==> src/rtl/bk_mem_pkg.sv <==
// rtl/bk_mem_pkg.sv - shared types and constants for the data-memory arbiter
package bk_mem_pkg;

  // Words per byte-lane RAM bank
  localparam int RAM_DEPTH = 64;

  // Arbiter ownership state
  typedef enum logic {
    ARB      = 1'b0,
    DBG_LOCK = 1'b1
  } arb_state_t;

  // Requester that owns the access (grant winner or pending read return)
  typedef enum logic [1:0] {
    OWN_NONE = 2'd0,
    OWN_CORE = 2'd1,
    OWN_DBG  = 2'd2
  } owner_t;

endpackage

==> src/rtl/dmem_arbiter.sv <==
// rtl/dmem_arbiter.sv - core/debug arbiter in front of four byte-lane data RAM banks
module dmem_arbiter
  import bk_mem_pkg::*;
#(
  parameter int ADDR_W   = $clog2(RAM_DEPTH),
  parameter int MAX_WAIT = 4
) (
  input  logic              clk,
  input  logic              rst,
  input  logic              core_req,
  input  logic              core_we,
  input  logic [31:0]       core_addr,
  input  logic [3:0]        core_be,
  input  logic [31:0]       core_wdata,
  output logic              core_stall,
  output logic              core_rvalid,
  output logic [31:0]       core_rdata,
  input  logic              dbg_req,
  input  logic              dbg_we,
  input  logic [31:0]       dbg_addr,
  input  logic [3:0]        dbg_be,
  input  logic [31:0]       dbg_wdata,
  input  logic              dbg_lock,
  output logic              dbg_gnt,
  output logic              dbg_rvalid,
  output logic [31:0]       dbg_rdata,
  output logic [3:0]        ram_en,
  output logic              ram_we,
  output logic [ADDR_W-1:0] ram_addr,
  output logic [31:0]       ram_wdata,
  input  logic [31:0]       ram_rdata,
  output logic              err
);

  localparam int              WAIT_W   = $clog2(MAX_WAIT + 1);
  localparam logic [WAIT_W-1:0] WAIT_MAX = WAIT_W'(MAX_WAIT);

  arb_state_t        state, state_nxt;
  logic [WAIT_W-1:0] wait_cnt, wait_nxt;
  owner_t            rd_owner, rd_owner_nxt;
  logic              rd_oor, rd_oor_nxt;

  owner_t            winner;
  logic              win_we;
  logic [31:0]       win_addr;
  logic [3:0]        win_be;
  logic [31:0]       win_wdata;
  logic              win_oor;
  logic              win_access;
  logic              unused_addr_bits;

  // Pick the winner, track the lock and count how long debug has been starved
  always_comb begin
    winner    = OWN_NONE;
    state_nxt = state;
    wait_nxt  = wait_cnt;
    if (!rst) begin
      if (state == DBG_LOCK && dbg_lock) begin
        if (dbg_req) winner = OWN_DBG;
      end else if (dbg_req && (!core_req || wait_cnt == WAIT_MAX)) begin
        winner = OWN_DBG;
      end else if (core_req) begin
        winner = OWN_CORE;
      end

      // Lock is taken on a locked debug grant and held until dbg_lock drops
      state_nxt = (dbg_lock && (winner == OWN_DBG || state == DBG_LOCK)) ? DBG_LOCK : ARB;

      if (!dbg_req || winner == OWN_DBG) begin
        wait_nxt = '0;
      end else if (wait_cnt != WAIT_MAX) begin
        wait_nxt = wait_cnt + 1'b1;
      end
    end
  end

  // Steer the winning requester's fields onto the RAM side
  always_comb begin
    win_we    = 1'b0;
    win_addr  = '0;
    win_be    = '0;
    win_wdata = '0;
    case (winner)
      OWN_CORE: begin
        win_we    = core_we;
        win_addr  = core_addr;
        win_be    = core_be;
        win_wdata = core_wdata;
      end
      OWN_DBG: begin
        win_we    = dbg_we;
        win_addr  = dbg_addr;
        win_be    = dbg_be;
        win_wdata = dbg_wdata;
      end
      default: ;
    endcase
  end

  // Byte offset bits are irrelevant to a word-wide bank access
  assign unused_addr_bits = ^win_addr[1:0];

  assign win_oor    = (winner != OWN_NONE) && (win_addr[31:ADDR_W+2] != '0);
  assign win_access = (winner != OWN_NONE) && !win_oor;

  assign ram_en     = win_access ? win_be : 4'h0;
  assign ram_we     = win_access && win_we;
  assign ram_addr   = win_addr[ADDR_W+1:2];
  assign ram_wdata  = win_wdata;
  assign err        = win_oor;

  assign dbg_gnt    = (winner == OWN_DBG);
  assign core_stall = core_req && !rst && (winner != OWN_CORE);

  // Remember who is owed read data next cycle (out-of-range reads still return)
  always_comb begin
    rd_owner_nxt = OWN_NONE;
    rd_oor_nxt   = 1'b0;
    if (winner != OWN_NONE && !win_we) begin
      rd_owner_nxt = winner;
      rd_oor_nxt   = win_oor;
    end
  end

  // State, starvation counter and read-return bookkeeping
  always_ff @(posedge clk or posedge rst) begin
    if (rst) begin
      state    <= ARB;
      wait_cnt <= '0;
      rd_owner <= OWN_NONE;
      rd_oor   <= 1'b0;
    end else begin
      state    <= state_nxt;
      wait_cnt <= wait_nxt;
      rd_owner <= rd_owner_nxt;
      rd_oor   <= rd_oor_nxt;
    end
  end

  // Route registered bank data back to the port that issued the read
  always_comb begin
    core_rvalid = 1'b0;
    core_rdata  = '0;
    dbg_rvalid  = 1'b0;
    dbg_rdata   = '0;
    case (rd_owner)
      OWN_CORE: begin
        core_rvalid = 1'b1;
        core_rdata  = rd_oor ? 32'h0 : ram_rdata;
      end
      OWN_DBG: begin
        dbg_rvalid = 1'b1;
        dbg_rdata  = rd_oor ? 32'h0 : ram_rdata;
      end
      default: ;
    endcase
  end

endmodule
==> config.mk <==
export PLATFORM = sky130hd
export DESIGN_NAME = dmem_arbiter
export DESIGN_NICKNAME = d
export VERILOG_FILES = /design/src/rtl/bk_mem_pkg.sv /design/src/rtl/dmem_arbiter.sv
export SDC_FILE = /design/constraint.sdc
export NUM_CORES = 1
export LEC_CHECK = 0
export CORE_AREA = 2 2 110 112
export CTS_BUF_LIST = sky130_fd_sc_hd__clkbuf_4 sky130_fd_sc_hd__clkbuf_8 sky130_fd_sc_hd__clkbuf_16
export DETAILED_ROUTE_END_ITERATION = 7
export DIE_AREA = 0 0 112 114
export GPL_ROUTABILITY_DRIVEN = 0
export SYNTH_ARGS = -nofsm -noshare
export SYNTH_HDL_FRONTEND = slang
export SYNTH_SLANG_ARGS = --single-unit
==> constraint.sdc <==
create_clock -name clk -period 5.7 [get_ports clk]
set_input_delay 1.425 -clock clk [delete_from_list [all_inputs] [get_ports clk]]
set_output_delay 1.425 -clock clk [all_outputs]
set_load 0.01 [all_outputs]
* Yosys cells after proc, flatten, opt, wreduce, memory -nomap -nowiden
Cells that the tools add are included.
** Word-level totals
- Register bits after elaboration :: 7
- Bits in latches :: 0
- RAM bits :: 0
- Memory bits (read-only) :: 0
- Input bits :: 175
- Output and inout port bits :: 112
- Memories kept :: 0
** Cells by class
- $add $sub $neg :: 1
- Multiply operators :: 0
- Divide/modulo/power cells :: 0
- Order comparisons :: 0
- Equal/unequal tests :: 8
- Shifts and indexed selects :: 0
- Mux-type cells :: 21
- Bitwise gates (word level) :: 1
- Reduce and logical (&&, ||, !) cells :: 21
** Operators by type and width (count)
- $pmux W32 S2 :: 2
- $mux W32 :: 3
- $reduce_bool A24 Y1 :: 1
- $mux W2 :: 6
- $logic_and A1 B1 Y1 :: 9
- $pmux W4 S2 :: 1
- $eq A2 B2 Y1 const B :: 3
- $mux W3 :: 2
- $logic_not A1 Y1 :: 5
- $mux W1 :: 5
- $eq A2 B1 Y1 const B :: 2
- $mux W4 :: 1
- $reduce_bool A2 Y1 :: 2
- $add A3 B1 Y3 const B :: 1
- $eq A3 B3 Y1 const B :: 1
- $logic_or A1 B1 Y1 :: 3
- $ne A3 B3 Y1 const B :: 1
- $ne A2 B1 Y1 const B :: 1
- $pmux W1 S2 :: 1
- $reduce_and A2 Y1 :: 1
- $not A1 Y1 :: 1

* Longest topological paths before layout
Gate-level depths: netlist of run 1.
- Depth in word-level cells :: 14
- Gate-level depth with buffers :: 11
- Mapped depth without buffers :: 10

* Worst setup path before layout of run 1
No wires, ideal clock.
- Path type :: input to output
- From :: input rst
- To :: output ram_en[0]
- Arrival :: 3.239 ns
- Required time :: 4.275 ns
- Setup slack :: 1.036 ns
- Stages on the path :: 7
- Path through :: inv_1 nand4_1 ha_1 clkbuf_1 a21boi_1 a2111o_1 nor3_1
** Between the ends
- Word-level cells in the longest chain between the ends :: 8
** Ends and longest elaborated chain
- start: declaration :: RTL line dmem_arbiter.sv:9 : input logic rst,
- $mux W2 * :: RTL line dmem_arbiter.sv:57 : if (!rst) begin
- $eq A2 B2 Y1 *
- net dbg_gnt :: RTL line dmem_arbiter.sv:24 : output logic dbg_gnt,
- $pmux W32 S2 :: RTL line dmem_arbiter.sv:83 : case (winner)
- $reduce_bool A24 Y1 :: RTL line dmem_arbiter.sv:103 : assign win_oor = (winner != OWN_NONE) && (win_addr[31:ADDR_W+2] != '0);
- $logic_and A1 B1 Y1 :: RTL line dmem_arbiter.sv:103
- $logic_not A1 Y1 :: RTL line dmem_arbiter.sv:104 : assign win_access = (winner != OWN_NONE) && !win_oor;
- $logic_and A1 B1 Y1 :: RTL line dmem_arbiter.sv:104
- $mux W4 * :: RTL line dmem_arbiter.sv:106 : assign ram_en = win_access ? win_be : 4'h0;
- end: declaration :: RTL line dmem_arbiter.sv:27 : output logic [3:0] ram_en,
Mark *: on every way through the listed nets, which the timed path passes. The rest lies on a longest branch.

* Worst setup path in the final report of run 1
- From :: input dbg_lock
- To :: output ram_we
** Between the ends
- Word-level cells in the longest chain between the ends :: 11
** Ends and longest elaborated chain
- start: declaration :: RTL line dmem_arbiter.sv:23 : input logic dbg_lock,
- $logic_and A1 B1 Y1 * :: RTL line dmem_arbiter.sv:58 : if (state == DBG_LOCK && dbg_lock) begin
- $mux W2 * :: RTL line dmem_arbiter.sv:58
- $mux W2 * (2 in a row) :: RTL line dmem_arbiter.sv:57
- $eq A2 B2 Y1 / $eq A2 B1 Y1 (equally long branches) :: RTL line dmem_arbiter.sv:83
- $pmux W32 S2 :: RTL line dmem_arbiter.sv:83
- $reduce_bool A24 Y1 :: RTL line dmem_arbiter.sv:103
- $logic_and A1 B1 Y1 :: RTL line dmem_arbiter.sv:103
- $logic_not A1 Y1 :: RTL line dmem_arbiter.sv:104
- $logic_and A1 B1 Y1 :: RTL line dmem_arbiter.sv:104
- $logic_and A1 B1 Y1 * :: RTL line dmem_arbiter.sv:107 : assign ram_we = win_access && win_we;
- end: declaration :: RTL line dmem_arbiter.sv:28 : output logic ram_we,
Mark *: on every way between the ends. The rest lies on a longest branch, timed or not. The select of a mux whose other input is x is not followed.

==> results of run 1 <==
==> metrics by stage <==
| stage | utilization, % | area (sq um) |
|---|---|---|
| floorplan | - | 1562 |
| global placement | 38.88 | 4553 |
| detailed placement | 38.88 | 4553 |
| CTS | 39.58 | 4636 |
| global route | 39.58 | 4636 |
| finish | 39.58 | 4636 |
==> layer usage <==
layer	part of all wire, %	global-route usage (%)	up-vias
met4	0.56	2.114	0
met5	0	0	-
met2	52	27.47	185
met1	37	15.60	1328
li1	-	-	1476
met3	11	3.348	5
==> power groups by stage <==
stage               clock (mW)  combinational, mW  sequential, mW
floorplan                    0             0.0820          0.0546
global placement             0              0.258          0.0561
detailed placement           0              0.262          0.0562
CTS                      0.128              0.263          0.0556
global route             0.130              0.280          0.0560
finish                   0.125              0.260          0.0555
==> cell families after synthesis <==
| group | after synthesis |
|---|---|
| AO/OA/AOI/OAI | 56 |
| adder cells (fa/ha/maj) | 5 |
| buffers and inverters | 33 |
| flip-flops | 7 |
| AND/OR/NAND/NOR | 170 |
==> layout by cell type (no fill, tap or decap), drive strengths merged, types with 2 or more instances in the layout <==
| master | count |
|---|---|
| nor3 | 6 |
| nor4 | 12 |
| a22oi | 43 |
| ha | 5 |
| inv | 7 |
| o21ai | 3 |
| nand2 | 5 |
| dfrtp | 7 |
| buf | 9 |
| clkbuf | 4 |
| a211oi | 2 |
| nand2b | 34 |
| clkdlybuf4s50 | 282 |
| nand3 | 3 |
| a21o | 2 |
| nor2 | 104 |
| nand4 | 4 |
==> how the worst min path moves through the flow <==
| stage | from | slack (ns) | cells past startpoint | end |
|---|---|---|---|---|
| finish | state$_DFFE_PP0N_ | 0.50 | 1 | state$_DFFE_PP0N_ |
| global route | state$_DFFE_PP0N_ | 0.52 | 1 | state$_DFFE_PP0N_ |
| CTS | state$_DFFE_PP0N_ | 0.50 | 1 | state$_DFFE_PP0N_ |
| global placement | state$_DFFE_PP0N_ | 0.48 | 1 | state$_DFFE_PP0N_ |
| floorplan | state$_DFFE_PP0N_ | 0.46 | 1 | state$_DFFE_PP0N_ |
| detailed placement | state$_DFFE_PP0N_ | 0.48 | 1 | state$_DFFE_PP0N_ |
==> area by class of cell <==
class | count | area share (%)
Tap cell | 147 | 3.968
Inverter | 7 | 0.5668
Clock buffer | 4 | 1.781
Sequential cell | 7 | 3.779
Timing Repair Buffer | 291 | 62.62
Multi-Input combinational cell | 231 | 27.29
==> state kept, by name, summed over array words and instances (netlist names) <==
name / cells
rd_oor: 1
rd_owner: 2
state: 1
wait_cnt: 3
==> worst max-delay path, cell delays in order <==
cell	delay, ns
clkdlybuf4s50_1	0.48
nand2_1	0.08
nand3_1	0.09
nand3_1	0.16
inv_1	0.12
ha_1	0.21
buf_4	0.41
a22oi_1	0.24
nor3_1	0.23
clkdlybuf4s50_1	0.57
==> results.sh, run 1 <==
export IMPL_cp_required_ns=4.28
export IMPL_wirelength_mm=9.681
export IMPL_multi_input_area_sq_mm=0.001265
export IMPL_max_cap_viol_count=0
export IMPL_clkTransAtPathRegs_ns=0.04
export IMPL_period_needed_ns=5.455
export IMPL_status="finished, final reports clean"
export IMPL_synthArstFlopShare_pct=100.0
export IMPL_fin_crit_sh_pct=95.69
export IMPL_synth_top_cell_by_area="nor2_1"
export IMPL_fp_dieArea_sq_mm=0.01277
export IMPL_synth_compound_area_share_pct=26.68
export IMPL_ctsHoldBuffers=0
export IMPL_hold_viol_final=0
export IMPL_clk_latency_ns=0.23
export IMPL_rsz0062_at_grt="false"
export IMPL_grt_pass1_wl_mm=14.68
export IMPL_syn2layout_area_growth_pct=196.9
export IMPL_tns_ns=0
export IMPL_core_sq_mm=0.01171
export IMPL_synth_seq_cells=7
export IMPL_powerDensity_mw_per_mm2=95.01
export IMPL_setup_violations_final=0
export IMPL_ir_worst_vdd_uv=79.62
export IMPL_syn_area_sq_mm=0.001561
export IMPL_die_h_microns=114
export IMPL_synth_ff_type="dfrtp_1"
export IMPL_worstPathArrival_ns=4.03
export IMPL_postLayoutSetupSlackWorst_ns=0.2454
export IMPL_yosys_area_share_simple_pct=50.16
export IMPL_start_util_pct=13.33
export IMPL_p_sw_mw=0.1231
export IMPL_port_buffers=282
export IMPL_maxSlewHeadroom_pct=16.66
export IMPL_synthMuxAreaShare_pct=0
export IMPL_preCtsSetupSlack_ns=0.2307
export IMPL_reg2reg_slack_ns=3.23
export IMPL_reg2reg_from="wait_cnt[0]$_DFFE_PP0P_"
export IMPL_power_mw=0.4404
export IMPL_startpoint="dbg_lock"
export IMPL_synth_distinct_cells=24
export IMPL_end_kind="primary output"
export IMPL_track_usage_pct=14.01
export IMPL_synth_adder_area_share_pct=4.006
export IMPL_n_fill_cell=1226
export IMPL_worstHoldPathType="reg2reg"
export IMPL_cts_root_buffer="clkbuf_16"
export IMPL_cts_buffer_depth=2
export IMPL_synth_edff_count=0
export IMPL_ctsResizeCount=0
export IMPL_first_global_vias=2914
export IMPL_pwr_share_clk_pct=28.4
export IMPL_skew_ns=0.001479
export IMPL_max_freq_mhz=183.3
export IMPL_ys_warn_count=0
export IMPL_dr_total_vias=2994
export IMPL_cts_sinks=7
export IMPL_firstDrtPassIters=4
export IMPL_syn_inst=271
export IMPL_startpoint_type="primary input"
export IMPL_synth_top_cell_area_share_pct=25.00
export IMPL_overflow=0
export IMPL_tritoncts="done"
export IMPL_dp_cells=683
export IMPL_routed_via_density=4.358
export IMPL_finalNetCount=721
export IMPL_leakagePower_nw=1.719
export IMPL_yosysMostFrequentCell="nor2_1"
export IMPL_num_rows=40
export IMPL_report_final_slew_viol_count=0
export IMPL_ant_nets=0
export IMPL_drc=0
export IMPL_seq_area_sq_um=175.2
export IMPL_swShare_pct=27.95
export IMPL_power_frac_comb_pct=59.0
export IMPL_crit_fanout=44
export IMPL_rr_endpoint="rd_oor$_DFF_PP0_"
export IMPL_internal_power_mw=0.3173
export IMPL_syn_area_per_cell_sq_um=5.762
export IMPL_synth_top_family_by_area="simple AND/OR/NAND/NOR gates"
export IMPL_die_w_microns=112
export IMPL_worstSetupEndpoint="ram_we"
export IMPL_grt_max_degree=45
export IMPL_stdcell_count=687
export IMPL_synth_common_cells="nor2_1 (104), a22oi_1 (43), nand2b_1 (34)"
export IMPL_hold_ws_ns=0.4964
export IMPL_cts_setup_buffers=0
export IMPL_hpwl_mm=8.146
export IMPL_insertedDiodeCount=0
export IMPL_synth_xor_area_share_pct=0
export IMPL_path_class="in2out"
export IMPL_io_pin_count=287
export IMPL_htreeDepth=1
export IMPL_netlist_top_cells_area="nor2_1 (25%), a22oi_1 (21%), nand2b_1 (14%)"
export IMPL_ff2ff_path_depth=11
export IMPL_pwr_share_seq_pct=12.6
export IMPL_routedWlPerCell_microns=14.09
export IMPL_tightest_slew_ns=1.250
export IMPL_numCtsBuffers=3
export IMPL_yosysSeqAreaShare_pct=11.22
export IMPL_drive_gt1_share_pct=2.593
export IMPL_syn_nets=451
export IMPL_drtIter0Drc=103
export IMPL_antenna_found_initial=0
(Power assumes the default switching activity.)
==> inputs of run 2 (changes only) <==
--- a/config.mk
+++ b/config.mk
@@ -5,11 +5,13 @@
 export SDC_FILE = /design/constraint.sdc
 export NUM_CORES = 1
 export LEC_CHECK = 0
-export CORE_AREA = 2 2 110 112
+export CELL_PAD_IN_SITES_DETAIL_PLACEMENT = 1
+export CELL_PAD_IN_SITES_GLOBAL_PLACEMENT = 2
+export CORE_UTILIZATION = 10
 export CTS_BUF_LIST = sky130_fd_sc_hd__clkbuf_4 sky130_fd_sc_hd__clkbuf_8 sky130_fd_sc_hd__clkbuf_16
 export DETAILED_ROUTE_END_ITERATION = 7
-export DIE_AREA = 0 0 112 114
 export GPL_ROUTABILITY_DRIVEN = 0
+export PLACE_DENSITY_LB_ADDON = 0.1
 export SYNTH_ARGS = -nofsm -noshare
 export SYNTH_HDL_FRONTEND = slang
 export SYNTH_SLANG_ARGS = --single-unit
==> run 2 against run 1 <==
Sequential cell count is the same. Worst setup slack lost 0.0045 ns. Critical path depth shrank 2. Global-route usage is 1.1 points lower. Non-clock buffer count decreased by 1. Clock power decreased by 6%. Sequential share of layout area is essentially flat. Cell area rose by 1.0%. Combinational power hardly changed. Sequential power about the same. Clock skew shrank 0.0011 ns. Via count decreased by 0.43%. Highest routed layer unchanged.
==> results.sh, run 2 (synthesis gave the netlist of run 1 again) <==
export IMPL_postLayoutSetupSlackWorst_ns=0.2409
export IMPL_die_h_microns=127.0
export IMPL_hpwl_mm=9.405
export IMPL_stdcell_count=727
export IMPL_setup_violations_final=0
export IMPL_fin_area_sq_mm=0.004683
export IMPL_min_to="state$_DFFE_PP0N_"
export IMPL_antenna_found_initial=0
export IMPL_top_layer_used="met4"
export IMPL_grt_max_degree=45
export IMPL_drt_met1_wl_mm=4.040
export IMPL_tightest_slew_ns=0.8198
export IMPL_clkTransAtPathRegs_ns=0.04
export IMPL_drive_gt1_share_pct=2.597
export IMPL_ir_worst_vdd_uv=72.53
export IMPL_status="finished, final reports clean"
export IMPL_fp_dieArea_sq_mm=0.01612
export IMPL_cts_buffer_depth=2
export IMPL_tns_ns=0
export IMPL_worstHoldPathType="reg2reg"
export IMPL_tritoncts="done"
export IMPL_grt_pass1_wl_mm=16.64
export IMPL_leakagePower_nw=1.711
export IMPL_path_class="in2out"
export IMPL_cts_sinks=7
export IMPL_die_w_microns=127.0
export IMPL_wirelength_mm=11.06
export IMPL_startpoint_type="primary input"
export IMPL_io_pin_count=287
export IMPL_power_mw=0.4349
export IMPL_skew_ns=0.0003841
export IMPL_reg2reg_from="wait_cnt[0]$_DFFE_PP0P_"
export IMPL_dr_total_vias=2981
export IMPL_num_rows=45
export IMPL_drc=0
export IMPL_worstPathArrival_ns=4.03
export IMPL_numCtsBuffers=3
export IMPL_ff2ff_path_depth=11
export IMPL_rsz0062_at_grt="false"
export IMPL_report_final_slew_viol_count=0
export IMPL_start_util_pct=10.27
export IMPL_max_freq_mhz=183.2
export IMPL_finalNetCount=720
export IMPL_crit_fanout=7
export IMPL_final_cell_mix="clkdlybuf4s50_1 (282), nor2_1 (104), a22oi_1 (43)"
export IMPL_fin_crit_sh_pct=95.77
export IMPL_first_global_vias=3160
export IMPL_period_needed_ns=5.459
export IMPL_cts_setup_buffers=0
export IMPL_hold_ws_ns=0.4899
export IMPL_routed_via_density=4.100
export IMPL_firstDrtPassIters=4
export IMPL_top_regs="wait_cnt (3), rd_owner (2)"
export IMPL_port_buffers=282
export IMPL_placed_cell_area_sq_mm=0.004599
export IMPL_hold_start="state$_DFFE_PP0N_"
export IMPL_maxSlewHeadroom_pct=45.35
export IMPL_htreeDepth=1
export IMPL_syn2layout_area_growth_pct=199.9
export IMPL_cp_required_ns=4.28
export IMPL_cts_root_buffer="clkbuf_16"
export IMPL_routedWlPerCell_microns=15.22
export IMPL_min_path_cells=1
export IMPL_seq_area_sq_um=175.2
export IMPL_track_usage_pct=12.92
export IMPL_core_sq_mm=0.01520
export IMPL_dr_wl_met2_mm=5.828
export IMPL_end_kind="primary output"
export IMPL_clk_latency_ns=0.23
export IMPL_ant_nets=0
export IMPL_max_cap_viol_count=0
export IMPL_hold_viol_final=0
export IMPL_utilization_pct=30.81
export IMPL_drtIter0Drc=52
export IMPL_final_common_cell="clkdlybuf4s50_1"
export IMPL_powerDensity_mw_per_mm2=92.86
export IMPL_n_fill_cell=1818
export IMPL_dp_cells=723
export IMPL_overflow=0
export IMPL_reg2reg_slack_ns=3.38
export IMPL_largest_reg_flops=3
export IMPL_top_register="wait_cnt"
export IMPL_rr_endpoint="rd_oor$_DFF_PP0_"
export IMPL_ctsResizeCount=0
export IMPL_multi_input_area_sq_mm=0.001267
export IMPL_insertedDiodeCount=0
export IMPL_ctsHoldBuffers=0
export IMPL_startpoint="rst"
export IMPL_preCtsSetupSlack_ns=0.08722
export IMPL_wl_met3_mm=1.164
## run 2: cell types whose count changed in the layout (fill, tap and decap cells not counted)
cell | previous run | this run
buf_4 | 8 | 6
buf_6 | 0 | 1
clkbuf_4 | 1 | 0
clkinv_2 | 0 | 1
ha_1 | 4 | 3
ha_2 | 1 | 2
## run 2: how the worst max path moves through the flow
| stage | to | slack [ns] | cells after the start |
|---|---|---|---|
| 2_1_floorplan | ram_en[0] | 1.04 | 7 |
| 3_3_place_gp | ram_we | 0.13 | 9 |
| 3_5_place_dp | ram_we | 0.09 | 9 |
| 4_1_cts | ram_we | 0.07 | 9 |
| 5_1_grt | err | 0.008 | 8 |
| 6_report | ram_en[3] | 0.24 | 8 |
## run 2: per-layer routing
layer,up-vias,track usage (%)
li1,1469,-
met5,-,0
met4,0,1.050
met2,164,26.02
met3,2,4.386
met1,1346,13.12
## run 2: worst max-delay path, cell delays in order
cell and delay, ns:
clkdlybuf4s50_1 0.43, inv_1 0.21, nand4_1 0.25, ha_2 0.28
a21boi_1 0.13, a2111o_1 0.49, nor3_1 0.22, clkdlybuf4s50_1 0.59
## run 2: where the power goes
part	internal [mW]	switching (mW)	leakage (nW)	total, mW
clock network	0.0919	0.0258	0.0409	0.118
logic	0.167	0.0939	1.57	0.261
registers	0.0526	0.00320	0.0951	0.0558
## run 2: cell type report
class | instances | area share [%]
clock buffer | 3 | 1.603
multi-input combinational | 231 | 27.06
tap | 188 | 5.023
inverter | 7 | 0.5610
timing repair buffer | 290 | 61.90
sequential | 7 | 3.740
clock inverter | 1 | 0.1069
==> inputs of run 3 (changes only) <==
==> constraint.sdc (replaced) <==
create_clock -name clk -period 5.7 [get_ports clk]
set_input_delay 1.425 -clock clk [delete_from_list [all_inputs] [get_ports clk]]
set_output_delay 1.425 -clock clk [all_outputs]
set_load 0.05 [all_outputs]
==> run 3 against run 2 <==
Clock-buffer cell count increased by 1. Wire length increased by 3.0%. Non-clock buffer count unchanged. Sequential cell count unchanged. Die area unchanged. Utilization increased by 2.9 points. Critical path depth increased by 2. Final cell count unchanged. Sequential power about the same. Hold slack improved by 0.0060 ns. First-iteration DRC count increased by 15%.
==> results.sh, run 3 (synthesis gave the netlist of run 1 again) <==
export IMPL_cts_buffer_depth=2
export IMPL_startpoint_type="primary input"
export IMPL_cp_required_ns=4.28
export IMPL_leakagePower_nw=1.925
export IMPL_setup_violations_final=0
export IMPL_crit_cells=10
export IMPL_drive_gt1_share_pct=11.13
export IMPL_status="finished, final reports clean"
export IMPL_fp_dieArea_sq_mm=0.01612
export IMPL_period_needed_ns=5.282
export IMPL_reg2reg_from="wait_cnt[0]$_DFFE_PP0P_"
export IMPL_ctsHoldBuffers=0
export IMPL_die_w_microns=127.0
export IMPL_top_regs="wait_cnt (3), rd_owner (2)"
export IMPL_maxSlewHeadroom_pct=42.19
export IMPL_ff2ff_path_depth=11
export IMPL_rsz0062_at_grt="false"
export IMPL_hpwl_mm=9.846
export IMPL_tritoncts="done"
export IMPL_skew_ns=0.0008947
export IMPL_crit_top_cell="nand3_1"
export IMPL_max_cap_viol_count=0
export IMPL_ctsResizeCount=0
export IMPL_tightest_slew_ns=0.8672
export IMPL_cp_top_family="buffers and inverters"
export IMPL_grt_max_degree=45
export IMPL_hold_ws_ns=0.4959
export IMPL_crit_chain="clkdlybuf4s50_1, nand2_1, nand3_1, nand3_1, inv_1, ha_2, buf_4, a22oi_1, nor3_1, buf_12"
export IMPL_min_to="state$_DFFE_PP0N_"
export IMPL_first_global_vias=3158
export IMPL_track_usage_pct=13.43
export IMPL_port_buffers=282
export IMPL_dp_cells=723
export IMPL_cts_sinks=7
export IMPL_ir_worst_vdd_uv=57.81
export IMPL_numCtsBuffers=3
export IMPL_report_final_slew_viol_count=0
export IMPL_cts_root_buffer="clkbuf_16"
export IMPL_overflow=0
export IMPL_clk_latency_ns=0.23
export IMPL_internal_power_mw=0.3383
export IMPL_hold_start="state$_DFFE_PP0N_"
export IMPL_start_util_pct=10.27
export IMPL_io_pin_count=287
export IMPL_wirelength_mm=11.40
export IMPL_ant_nets=0
export IMPL_grt_pass1_wl_mm=17.08
export IMPL_utilization_pct=33.66
export IMPL_n_fill_cell=1791
export IMPL_reg2reg_slack_ns=3.20
export IMPL_fin_crit_sh_pct=92.67
export IMPL_cp_num_buf_inv=4
export IMPL_swShare_pct=36.51
export IMPL_drc=0
export IMPL_die_h_microns=127.0
export IMPL_final_common_cell="clkdlybuf4s50_1"
export IMPL_drtIter0Drc=60
export IMPL_pwr_share_seq_pct=10.5
export IMPL_power_frac_comb_pct=66.2
export IMPL_tns_ns=0
export IMPL_insertedDiodeCount=0
export IMPL_htreeDepth=1
export IMPL_p_sw_mw=0.1946
export IMPL_worstHoldPathType="reg2reg"
export IMPL_finalNetCount=720
export IMPL_critical_path_max_stage_delay_ns=0.50
export IMPL_crit_slowest_cell="clkdlybuf4s50_1"
export IMPL_max_freq_mhz=189.3
export IMPL_preCtsSetupSlack_ns=0.3445
export IMPL_worstPathArrival_ns=3.86
export IMPL_stdcell_count=727
export IMPL_antenna_found_initial=0
export IMPL_core_sq_mm=0.01520
export IMPL_rr_endpoint="rd_oor$_DFF_PP0_"
export IMPL_routedWlPerCell_microns=15.68
export IMPL_hold_viol_final=0
export IMPL_num_rows=45
export IMPL_largest_reg_flops=3
export IMPL_powerDensity_mw_per_mm2=104.1
export IMPL_syn2layout_area_growth_pct=227.7
export IMPL_pwr_share_clk_pct=23.3
export IMPL_top_register="wait_cnt"
export IMPL_final_cell_mix="clkdlybuf4s50_1 (236), nor2_1 (104), buf_12 (45)"
export IMPL_end_kind="primary output"
export IMPL_routed_via_density=4.100
export IMPL_path_class="in2out"
export IMPL_postLayoutSetupSlackWorst_ns=0.4177
export IMPL_min_path_cells=1
export IMPL_cts_setup_buffers=0
export IMPL_crit_fanout=44
export IMPL_dr_total_vias=2981
export IMPL_firstDrtPassIters=4
export IMPL_clkTransAtPathRegs_ns=0.04
-- run 3: changes by cell type in the layout (fill, tap and decap cells not counted), sizes merged --
cell           before  now
buf                 8   54
clkdlybuf4s50     282  236
clkbuf              3    4
clkinv              1    0
-- run 3: worst max path at each step --
stage | from | endpoint | slack (ns)
after global routing | rst | ram_we | 0.18
after detailed placement | rst | ram_we | 0.34
after floorplan | rst | ram_en[0] | 0.03
after global placement | rst | ram_we | 0.39
final | dbg_lock | ram_we | 0.42
after CTS | rst | ram_we | 0.34
-- run 3: final cells by class --
type | count | area, sq um | share of cell area [%]
clock buffer | 4 | 82.58 | 1.614
multi-input combinational | 231 | 1267 | 24.77
timing repair buffer | 290 | 3331 | 65.09
sequential | 7 | 175.2 | 3.423
inverter | 7 | 26.28 | 0.5134
tap | 188 | 235.2 | 4.597
-- run 3: worst reg2reg max path, delay by kind of cell (launching register included) --
family	cells	cell delay (ns)
and+or+nand+nor	3	0.35
AOI/OAI and AO/OA	3	0.58
DFF	1	0.40
buffers and inverters	3	0.63
adders and majority gates	2	0.39
-- run 3: power groups by stage --
stage                     Combinational, mW  Clock [mW]  Sequential, mW
after global placement                0.353           0          0.0564
after detailed placement              0.357           0          0.0567
final                                 0.353       0.124          0.0558
after floorplan                       0.147           0          0.0546
after CTS                             0.358       0.127          0.0560
after global routing                  0.376       0.129          0.0564
-- run 3: routing by layer --
| layer | GRT usage (%) | wire [microns] | up-vias |
|---|---|---|---|
| met5 | 0 | 0 | - |
| met4 | 2.241 | 101 | 0 |
| met3 | 5.652 | 1402 | 6 |
| met2 | 26.08 | 5855 | 168 |
| met1 | 13.33 | 4038 | 1336 |
| li1 | - | - | 1471 |
-- run 3: stage by stage --
stage	instance area (sq um)	total power, mW
after global routing	5117	0.5610
after floorplan	1562	0.2016
final	5117	0.5329
after detailed placement	5035	0.4138
after CTS	5117	0.5415
after global placement	5035	0.4091
